[config.mk]
export PLATFORM = sky130hd
export DESIGN_NAME = seg7_bus_display
export DESIGN_NICKNAME = d
export VERILOG_FILES = /design/src/rtl/seg7_pkg.sv /design/src/rtl/seg7_hex_decoder.sv /design/src/rtl/seg7_bus_display.sv
export SDC_FILE = /design/constraint.sdc
export NUM_CORES = 1
export LEC_CHECK = 0
export BUFFER_PORTS_ARGS = -buffer_cell sky130_fd_sc_hd__buf_2
export CORE_AREA = 5 5 59 101
export CTS_CLUSTER_DIAMETER = 80
export DETAILED_ROUTE_END_ITERATION = 8
export DIE_AREA = 0 0 64 106
export HOLD_SLACK_MARGIN = 0.08
export PLACE_DENSITY = 0.82
export SETUP_SLACK_MARGIN = 0.02
export SYNTH_ARGS = -nofsm -noshare
export SYNTH_HDL_FRONTEND = slang
export SYNTH_SLANG_ARGS = --single-unit
[constraint.sdc]
create_clock -name CLK -period 2.4 [get_ports CLK]
set_clock_uncertainty 0.15 [all_clocks]
set_input_delay 0.24 -clock CLK [delete_from_list [all_inputs] [get_ports CLK]]
set_output_delay 0.24 -clock CLK [all_outputs]
set_load 0.02 [all_outputs]
[src/rtl/seg7_pkg.sv]
// Shared constants for the bus-mapped seven-segment display controller:
// register offsets, CTRL bit positions and the active-low glyph table.
package seg7_pkg;

  // Offsets are added to NUM_DIGITS/2, i.e. they follow the digit-pair registers.
  localparam int CTRL_OFS    = 0;
  localparam int DP_MASK_OFS = 1;

  localparam int CTRL_ENABLE_BIT = 0;
  localparam int CTRL_LZS_BIT    = 1;

  localparam logic [7:0] SEG_ALL_OFF = 8'hFF;

  // Active-low segments g..a for nibble values 0..F.
  localparam logic [6:0] SEG_TABLE [16] = '{
    7'h40, 7'h79, 7'h24, 7'h30, 7'h19, 7'h12, 7'h02, 7'h78,
    7'h00, 7'h10, 7'h08, 7'h03, 7'h46, 7'h21, 7'h06, 7'h0E
  };

  typedef struct packed {
    logic enable;
    logic lzs;
  } ctrl_t;

endpackage

[src/rtl/seg7_hex_decoder.sv]
// Combinational nibble to active-low seven-segment decoder (g..a).
module seg7_hex_decoder
  import seg7_pkg::*;
(
  input  logic [3:0] i_nibble,
  output logic [6:0] o_seg
);

  assign o_seg = SEG_TABLE[i_nibble];

endmodule

[src/rtl/seg7_bus_display.sv]
// Bus-mapped, time-multiplexed N-digit common-anode display controller.
// Optional anode dead-time at the start of every slot: define SEG7_GHOST_BLANK_EN.
module seg7_bus_display
  import seg7_pkg::*;
#(
  parameter logic [7:0] BASE_ADDR    = 8'hD0,
  parameter int         NUM_DIGITS   = 4,
  parameter int         REFRESH_DIV  = 100000,
  parameter int         BLANK_CYCLES = 16
) (
  input  logic                  CLK,
  input  logic                  RESET,
  input  logic                  BUS_WE,
  input  logic [7:0]            BUS_ADDR,
  input  logic [7:0]            BUS_DATA,
  output logic [NUM_DIGITS-1:0] SEG_SELECT_OUT,
  output logic [7:0]            HEX_OUT
);

  localparam int PAIRS = NUM_DIGITS / 2;
  localparam int PRE_W = (REFRESH_DIV > 2) ? $clog2(REFRESH_DIV) : 1;
  localparam int IDX_W = $clog2(NUM_DIGITS);
  localparam logic [PRE_W-1:0] PRE_MAX = PRE_W'(REFRESH_DIV - 1);
  localparam logic [IDX_W-1:0] IDX_MAX = IDX_W'(NUM_DIGITS - 1);

  if ((NUM_DIGITS % 2) != 0 || NUM_DIGITS < 2 || NUM_DIGITS > 8) begin : g_bad_digits
    $error("seg7_bus_display: NUM_DIGITS must be even and within 2..8");
  end
  if (REFRESH_DIV < 2 || BLANK_CYCLES >= REFRESH_DIV) begin : g_bad_timing
    $error("seg7_bus_display: need REFRESH_DIV >= 2 and BLANK_CYCLES < REFRESH_DIV");
  end

  logic [4*NUM_DIGITS-1:0] r_digits;
  logic [NUM_DIGITS-1:0]   r_dp_mask;
  ctrl_t                   r_ctrl;
  logic [PRE_W-1:0]        r_pre;
  logic [IDX_W-1:0]        r_index;
  logic [NUM_DIGITS-1:0]   r_sel;
  logic [7:0]              r_hex;

  logic [7:0]            w_offset;
  logic [3:0]            w_nibble;
  logic                  w_dp;
  logic                  w_blank;
  logic                  w_zero_tail;
  logic [NUM_DIGITS-1:0] w_suppress;
  logic [6:0]            w_seg;
  logic                  w_ghost;
  logic [NUM_DIGITS-1:0] w_sel_next;
  logic [7:0]            w_hex_next;

  assign w_offset = BUS_ADDR - BASE_ADDR;

`ifdef SEG7_GHOST_BLANK_EN
  assign w_ghost = (r_pre < PRE_W'(BLANK_CYCLES));
`else
  assign w_ghost = 1'b0;
`endif

  // A digit is a suppressed leading zero when it and everything above it is a dark zero.
  // NOTE: every always_comb output gets a default first so no path leaves it unassigned (no latch).
  always_comb begin
    w_zero_tail = 1'b1;
    w_suppress  = '0;
    for (int i = NUM_DIGITS - 1; i > 0; i--) begin
      w_zero_tail   = w_zero_tail & (r_digits[4*i +: 4] == 4'h0) & ~r_dp_mask[i];
      w_suppress[i] = w_zero_tail;
    end
  end

  always_comb begin
    w_nibble = 4'h0;
    w_dp     = 1'b0;
    w_blank  = 1'b0;
    for (int i = 0; i < NUM_DIGITS; i++) begin
      if (r_index == IDX_W'(i)) begin
        w_nibble = r_digits[4*i +: 4];
        w_dp     = r_dp_mask[i];
        w_blank  = w_suppress[i];
      end
    end
  end

  seg7_hex_decoder u_decoder (
    .i_nibble (w_nibble),
    .o_seg    (w_seg)
  );

  always_comb begin
    w_sel_next = '1;
    w_hex_next = SEG_ALL_OFF;
    if (r_ctrl.enable && !w_ghost) begin
      w_sel_next = ~(NUM_DIGITS'(1) << r_index);
      if (!(r_ctrl.lzs && w_blank)) begin
        w_hex_next = {~w_dp, w_seg};
      end
    end
  end

  // Reset wins over a concurrent bus write; the digit registers are cleared too.
  // NOTE: sequential state uses non-blocking assignments so every flop sees pre-edge values.
  always_ff @(posedge CLK) begin
    if (!RESET) begin
      r_digits  <= '0;
      r_dp_mask <= '0;
      r_ctrl    <= '{enable: 1'b1, lzs: 1'b0};
      r_pre     <= '0;
      r_index   <= '0;
      r_sel     <= '1;
      r_hex     <= SEG_ALL_OFF;
    end else begin
      if (r_pre == PRE_MAX) begin
        r_pre   <= '0;
        r_index <= (r_index == IDX_MAX) ? '0 : r_index + 1'b1;
      end else begin
        r_pre <= r_pre + 1'b1;
      end

      if (BUS_WE) begin
        for (int k = 0; k < PAIRS; k++) begin
          if (w_offset == 8'(k)) r_digits[8*k +: 8] <= BUS_DATA;
        end
        if (w_offset == 8'(PAIRS + CTRL_OFS)) begin
          r_ctrl <= '{enable: BUS_DATA[CTRL_ENABLE_BIT], lzs: BUS_DATA[CTRL_LZS_BIT]};
        end
        if (w_offset == 8'(PAIRS + DP_MASK_OFS)) begin
          r_dp_mask <= BUS_DATA[NUM_DIGITS-1:0];
        end
      end

      r_sel <= w_sel_next;
      r_hex <= w_hex_next;
    end
  end

  assign SEG_SELECT_OUT = r_sel;
  assign HEX_OUT        = r_hex;

endmodule
# ---- After elaboration in Yosys (flattened, before gate mapping)
# Memory sizes are Yosys's and may differ from the RTL's. A register that Yosys moved wholly into a read port is not among the register bits.
# Cells that the tools add are included.
dict set report totals {
  word_cells 62
  mem_bits_ro 112
  memories 1
  latch_bits 0
  ff_bits 53
  mem_bits_rw 0
}
# name depth width read_ports rd_clocked_by_memory_dff wr line
set mem_list {}
lappend mem_list {{(name not given)} 16 7 1 1 0 seg7_hex_decoder.sv:9} ;# assign o_seg = SEG_TABLE[i_nibble];
dict set report classes {
  mux 14
  magnitude_cmp 1
  mul 0
  n_div 0
  bitwise 13
  n_addsub 3
  reduce_logical 13
  n_shift 1
  n_eq_ne 7
}
# cell count
set ops {}
lappend ops {{adder 17 x 1 -> 17 bit (second input constant)} 1}
lappend ops {{equality test 17 bit (second input constant)} 1}
lappend ops {{equality test 8 x 2 -> 1 bit (second input constant)} 2}
lappend ops {{2-to-1 mux 4 bit} 4}
lappend ops {{2-to-1 mux 7 bit} 2}
lappend ops {{logical NOT 4 bit} 3}
lappend ops {{AND reduction 2 bit} 5}
lappend ops {{equality test 8 x 1 -> 1 bit (second input constant)} 1}
lappend ops {{logical NOT 8 bit} 1}
lappend ops {{subtractor 8 bit (second input constant)} 1}
lappend ops {{2-to-1 mux 1 bit} 7}
lappend ops {{NOT 1 bit} 6}
lappend ops {{bitwise AND 1 bit} 5}
lappend ops {{>= comparator 5 bit (second input constant)} 1}
lappend ops {{NOT 4 -> 5 bit} 1}
lappend ops {{equality test 2 bit (second input constant)} 2}
lappend ops {{NOT 4 bit} 1}
lappend ops {{left shift 1 x 2 -> 4 bit (first input constant)} 1}
lappend ops {{OR reduction 3 bit} 1}
lappend ops {{adder 2 x 1 -> 2 bit (second input constant)} 1}
lappend ops {{equality test 2 x 1 -> 1 bit (second input constant)} 1}
lappend ops {{logical NOT 2 bit} 1}
lappend ops {{2-to-1 mux 2 bit} 1}
lappend ops {{OR reduction 2 bit} 1}
lappend ops {{logical AND 1 bit} 1}

# ---- Depth between registers and ports, before layout
dict set report logic_depth {
  word_depth 11
  depth_mapped 11
  depth_no_buf 10
}

# ---- Cells and area by module
# From an unflattened synthesis, not the netlist that was laid out.
dict set report hier_totals {
  cells_unflattened 306
  hier_area_um2 2592.5
}
# module instances cells_per_inst area_each_um2
set modules_own_cells {}
lappend modules_own_cells {seg7_bus_display 1 271 2344.7}
lappend modules_own_cells {seg7_hex_decoder 1 35 247.7}

# ---- Least setup slack after synthesis
# Ideal clock, no wire load.
dict set report synth_path {
  path_kind {reg2reg}
  from {register r_index[1]}
  to {register r_hex[3], in the netlist HEX_OUT[3]}
  required_ps 2125
  arrival_ps 2254
  path_slack_ps -129
  setup_ps 125
  n_path_buf 1
  stages_incl_launch_ff 12
  path_cell_list {dfxtp_1 > inv_1 > ha_1 > buf_2 > nor2b_1 > a221oi_1 > o31ai_1 > inv_1 > ha_1 > nor2_1 > a211oi_1 > o21ai_1}
}
dict set report synth_via {
  elab_chain_cells 6
  elab_cells_between_ends 14
  cone_classes {eq/ne: 3; mux: 7; bitwise: 1; reduce/logical: 3}
}
# item line
set synth_lines {}
lappend synth_lines {{start: declaration} seg7_bus_display.sv:37} ;# logic [IDX_W-1:0] r_index;
lappend synth_lines {{start signal: assignment} seg7_bus_display.sv:114} ;# r_index <= (r_index == IDX_MAX) ? '0 : r_index + 1'b1;
lappend synth_lines {{equality test 2 x 1 -> 1 bit / logical NOT 2 bit (equally long branches)} seg7_bus_display.sv:76} ;# if (r_index == IDX_W'(i)) begin
lappend synth_lines {{2-to-1 mux 1 bit / 2-to-1 mux 4 bit (equally long branches) (3 in a row)} seg7_bus_display.sv:76}
lappend synth_lines {{logical AND 1 bit / 2-to-1 mux 4 bit (equally long branches)} {seg7_bus_display.sv:94, seg7_bus_display.sv:76}}
lappend synth_lines {{OR reduction 3 bit (no line) / NOT 4 -> 5 bit (equally long branches)} -}
lappend synth_lines {{end: declaration} seg7_bus_display.sv:39} ;# logic [7:0] r_hex;
# Parallel ways exist; a longest one is shown, timed or not.
# A chain may end at the register's enable or synchronous reset.

# ---- Worst setup path in the final report
dict set report layout_path {
  from {register r_index[0]}
  to {register r_hex[1], in the netlist HEX_OUT[1]}
}
# Same word-level chain as after synthesis.

==> impl_metrics.yaml <==
final_layout:
  layout.nets: 338
  fillers: 463
  area_growth_pct: 18.39
  diodes: 0
  final_layout_size_suffix_gt1_frac: 0.2006
sta:
  rsz0062_at_grt: "no"
  slew_headroom: 0.5993
  finalSetupViolCount: 0
  fin_ws_ns: 0.1578
  hold_slack_ns: 0.08426
  fin_tns_setup_ns: 0
  clock.fmax_mhz: 446.0
  finalCritPeriodShare: 0.9342
  tightest_slew_ns: 0.5991
  hold_viol_final: 0
  slew_violations: 0
  period_needed_ns: 2.242
placement:
  io_buffer_count: 30
  place_ws_ns: 0.07616
  place.gp.congestion: 0.8985
  dp_hpwl_um: 3877
critical_path:
  required_ns: 2.42
  crit_chain: "inv_1 -> ha_1 -> nor2b_2 -> a221o_1 -> a22o_4 -> inv_2 -> ha_1 -> inv_1 -> o22a_1 -> nand3_1"
  slowest_delay_ns: 0.38
  crit_fanout: 6
  worstPathArrival_ns: 2.26
  critPathKind: "reg -> reg"
  cp_slowest_cell: "dfxtp_4"
  cp-start-kind: "flip-flop"
  cp-end-kind: "flip-flop"
grt:
  grt_pass1_vias: 2002
  use_met2: 0.2849
  grt_pass1_wl_um: 8990
  antenna_found_initial: 0
  grt_util_met1: 0.1816
  grt_max_degree: 27
  grt.total_usage: 0.1602
  use_met3: 0.02748
  busiest_layer: "met2"
  grt.overflow.total: 0
logic_synthesis:
  synth_top_area_share: 0.4285
  syn_avg_cell_area_um2: 9.344
  yosysWarnings: 0
  yosys-top-cells-area: "dfxtp_1 43%, mux2i_1 9.7%, nor2b_1 6.3%"
  synth_cells: 265
  yosys.area.top_type: "dfxtp_1"
  synth.lib_cells_used.distinct: 41
  synthTopCellsByCount: "53 x dfxtp_1, 25 x nor2b_1, 24 x mux2i_1, 24 x nor2_1, 19 x nand2_1"
  synth_seq_cells: 53
  syn-cell-area_um2: 2476
  synthFlopType: "dfxtp_1"
  synth_nets: 295
  ys_async_sr_fraction: 0
  synth_edf_count: 0
  yosysSeqAreaShare: 0.4285
  yosysMostFrequentCell: "dfxtp_1"
power:
  power_frac_comb: 0.049
  p_int_mw: 1.239
  p_leak_nw: 1.077
  switchingPower_uw: 335.3
  sw_frac_of_total: 0.2130
  cellPowerDensity_nw_per_um2: 536.9
  ir_worst_vdd_uv: 456.7
  power_frac_seq: 0.569
  p_clk_frac: 0.382
route:
  drc_errors: 0
  dr.first_iter.drc_count: 93
  wl_per_cell_um: 13.80
  vias: 1995
  drtPass1Iterations: 4
  ant_nets: 0
  via_per_inst: 5.481
  wirelength_um: 5022
status:
  outcome: "finished, final reports clean"
clocking:
  cts_root_buffer: "clkbuf_8"
  cts_made_buffers: 5
  cts_max_path_buffers: 2
  clock_latency_ns: 0.31
  cts_max_level: 2
  tritoncts: "built"
  postCtsSetupRepairBufs: 0
  cts.sink_count: 53
  clk_pin_slew_ns: 0.09
floorplanning:
  ioPinCount: 31
  die_w_um: 64
  die_y_um: 106
  initial_utilization: 0.4833
  dieArea_um2: 6784
  coreArea_um2: 5124
  num_rows: 35
run:
  maxCapViolations: 0
worst_hold_path:
  hp-class: "in -> reg"
-- area by class of cell --
| class | count | area [µm²] | area share |
|---|---|---|---|
| clock buffer | 5 | 68.82 | 0.02347 |
| clock inverter | 3 | 43.79 | 0.01494 |
| inverter | 11 | 41.29 | 0.01408 |
| multi-input combinational | 192 | 1365 | 0.4656 |
| sequential | 53 | 1066 | 0.3636 |
| tap | 55 | 68.82 | 0.02347 |
| timing repair buffer | 45 | 277.8 | 0.09475 |
-- critical path: cells and delay by family (launching register included) --
family | cells | cell delay (ns)
AOI/OAI and AO/OA | 3 | 0.69
adders and majority gates | 2 | 0.45
buffers and inverters | 3 | 0.21
DFF | 1 | 0.38
and+or+nand+nor | 2 | 0.24
-- flip-flops by register name, indices dropped and copies added (netlist names) --
name / flops
SEG_SELECT_OUT: 4
r_pre: 17
r_digits: 16
HEX_OUT: 8
r_ctrl: 2
r_dp_mask: 4
r_index: 2
-- routing by layer --
layer / vias up / part of all wire
met5: - / 0
met4: 0 / 0.026
met3: 12 / 0.036
met2: 31 / 0.53
met1: 940 / 0.41
li1: 1012 / -
-- cell families after synthesis --
group / synth area share
AO/OA/AOI/OAI: 0.08490
buffers and inverters: 0.03436
AND/OR/NAND/NOR: 0.2466
flip-flops: 0.4285
adder cells (fa/ha/maj): 0.05558
XOR/XNOR: 0.05306
multiplexers: 0.09702
-- path summary, 6_finish.rpt --
check | cells after the start | start | end | slack (ns)
worst max-delay path | 10 | r_index[0] | HEX_OUT[1] | 0.16
worst min-delay path | 3 | BUS_DATA[3] | r_dp_mask[3] | 0.08
worst max register to register | 10 | r_index[0] | HEX_OUT[1] | 0.16
worst min register to register | 1 | r_pre[0] | r_pre[0] | 0.33
-- stage by stage --
stage	util	std cells	cell area, µm²	total power, mW
finish	0.5722	364	2932	1.574
global placement	0.5316	350	2724	0.9864
global route	0.5722	364	2932	1.631
floorplan	-	265	2481	0.9526
CTS	0.5653	364	2897	1.592
detailed placement	0.5316	350	2724	0.9882
-- what timing repair did --
| item | CTS | global route |
|---|---|---|
| hold buffers | 6 | 0 |
| endpoints found under the hold margin | 10 | 0 |
| setup endpoints to repair | 0 | 9 |
| resized for setup | 0 | 13 |
-- placed cells by master, fill, tap and decap left out, types with 2 or more instances in the layout --
master,n
a211oi_1,3
a21oi_1,6
a221o_1,2
a221oi_1,2
and3_1,4
buf_2,30
buf_4,9
clkbuf_8,5
dfxtp_1,51
dlygate4sd3_1,6
ha_1,7
ha_2,4
inv_1,10
mux2i_1,24
nand2_1,18
nand2b_1,2
nand3_1,14
nand3b_1,3
nand4_1,5
nor2_1,24
nor2b_1,24
nor3b_1,4
nor4_1,5
o21ai_0,2
o221ai_1,4
or3_1,2
xnor2_1,6
xor2_1,9
-- power by group through the flow --
stage,clock network [mW],logic (mW),registers [mW]
CTS,0.617,0.0783,0.897
global route,0.646,0.0878,0.898
global placement,0,0.0693,0.917
detailed placement,0,0.0706,0.918
floorplan,0,0.0274,0.925
finish,0.601,0.0776,0.896
No activity file was read; power rests on OpenSTA's default activity.
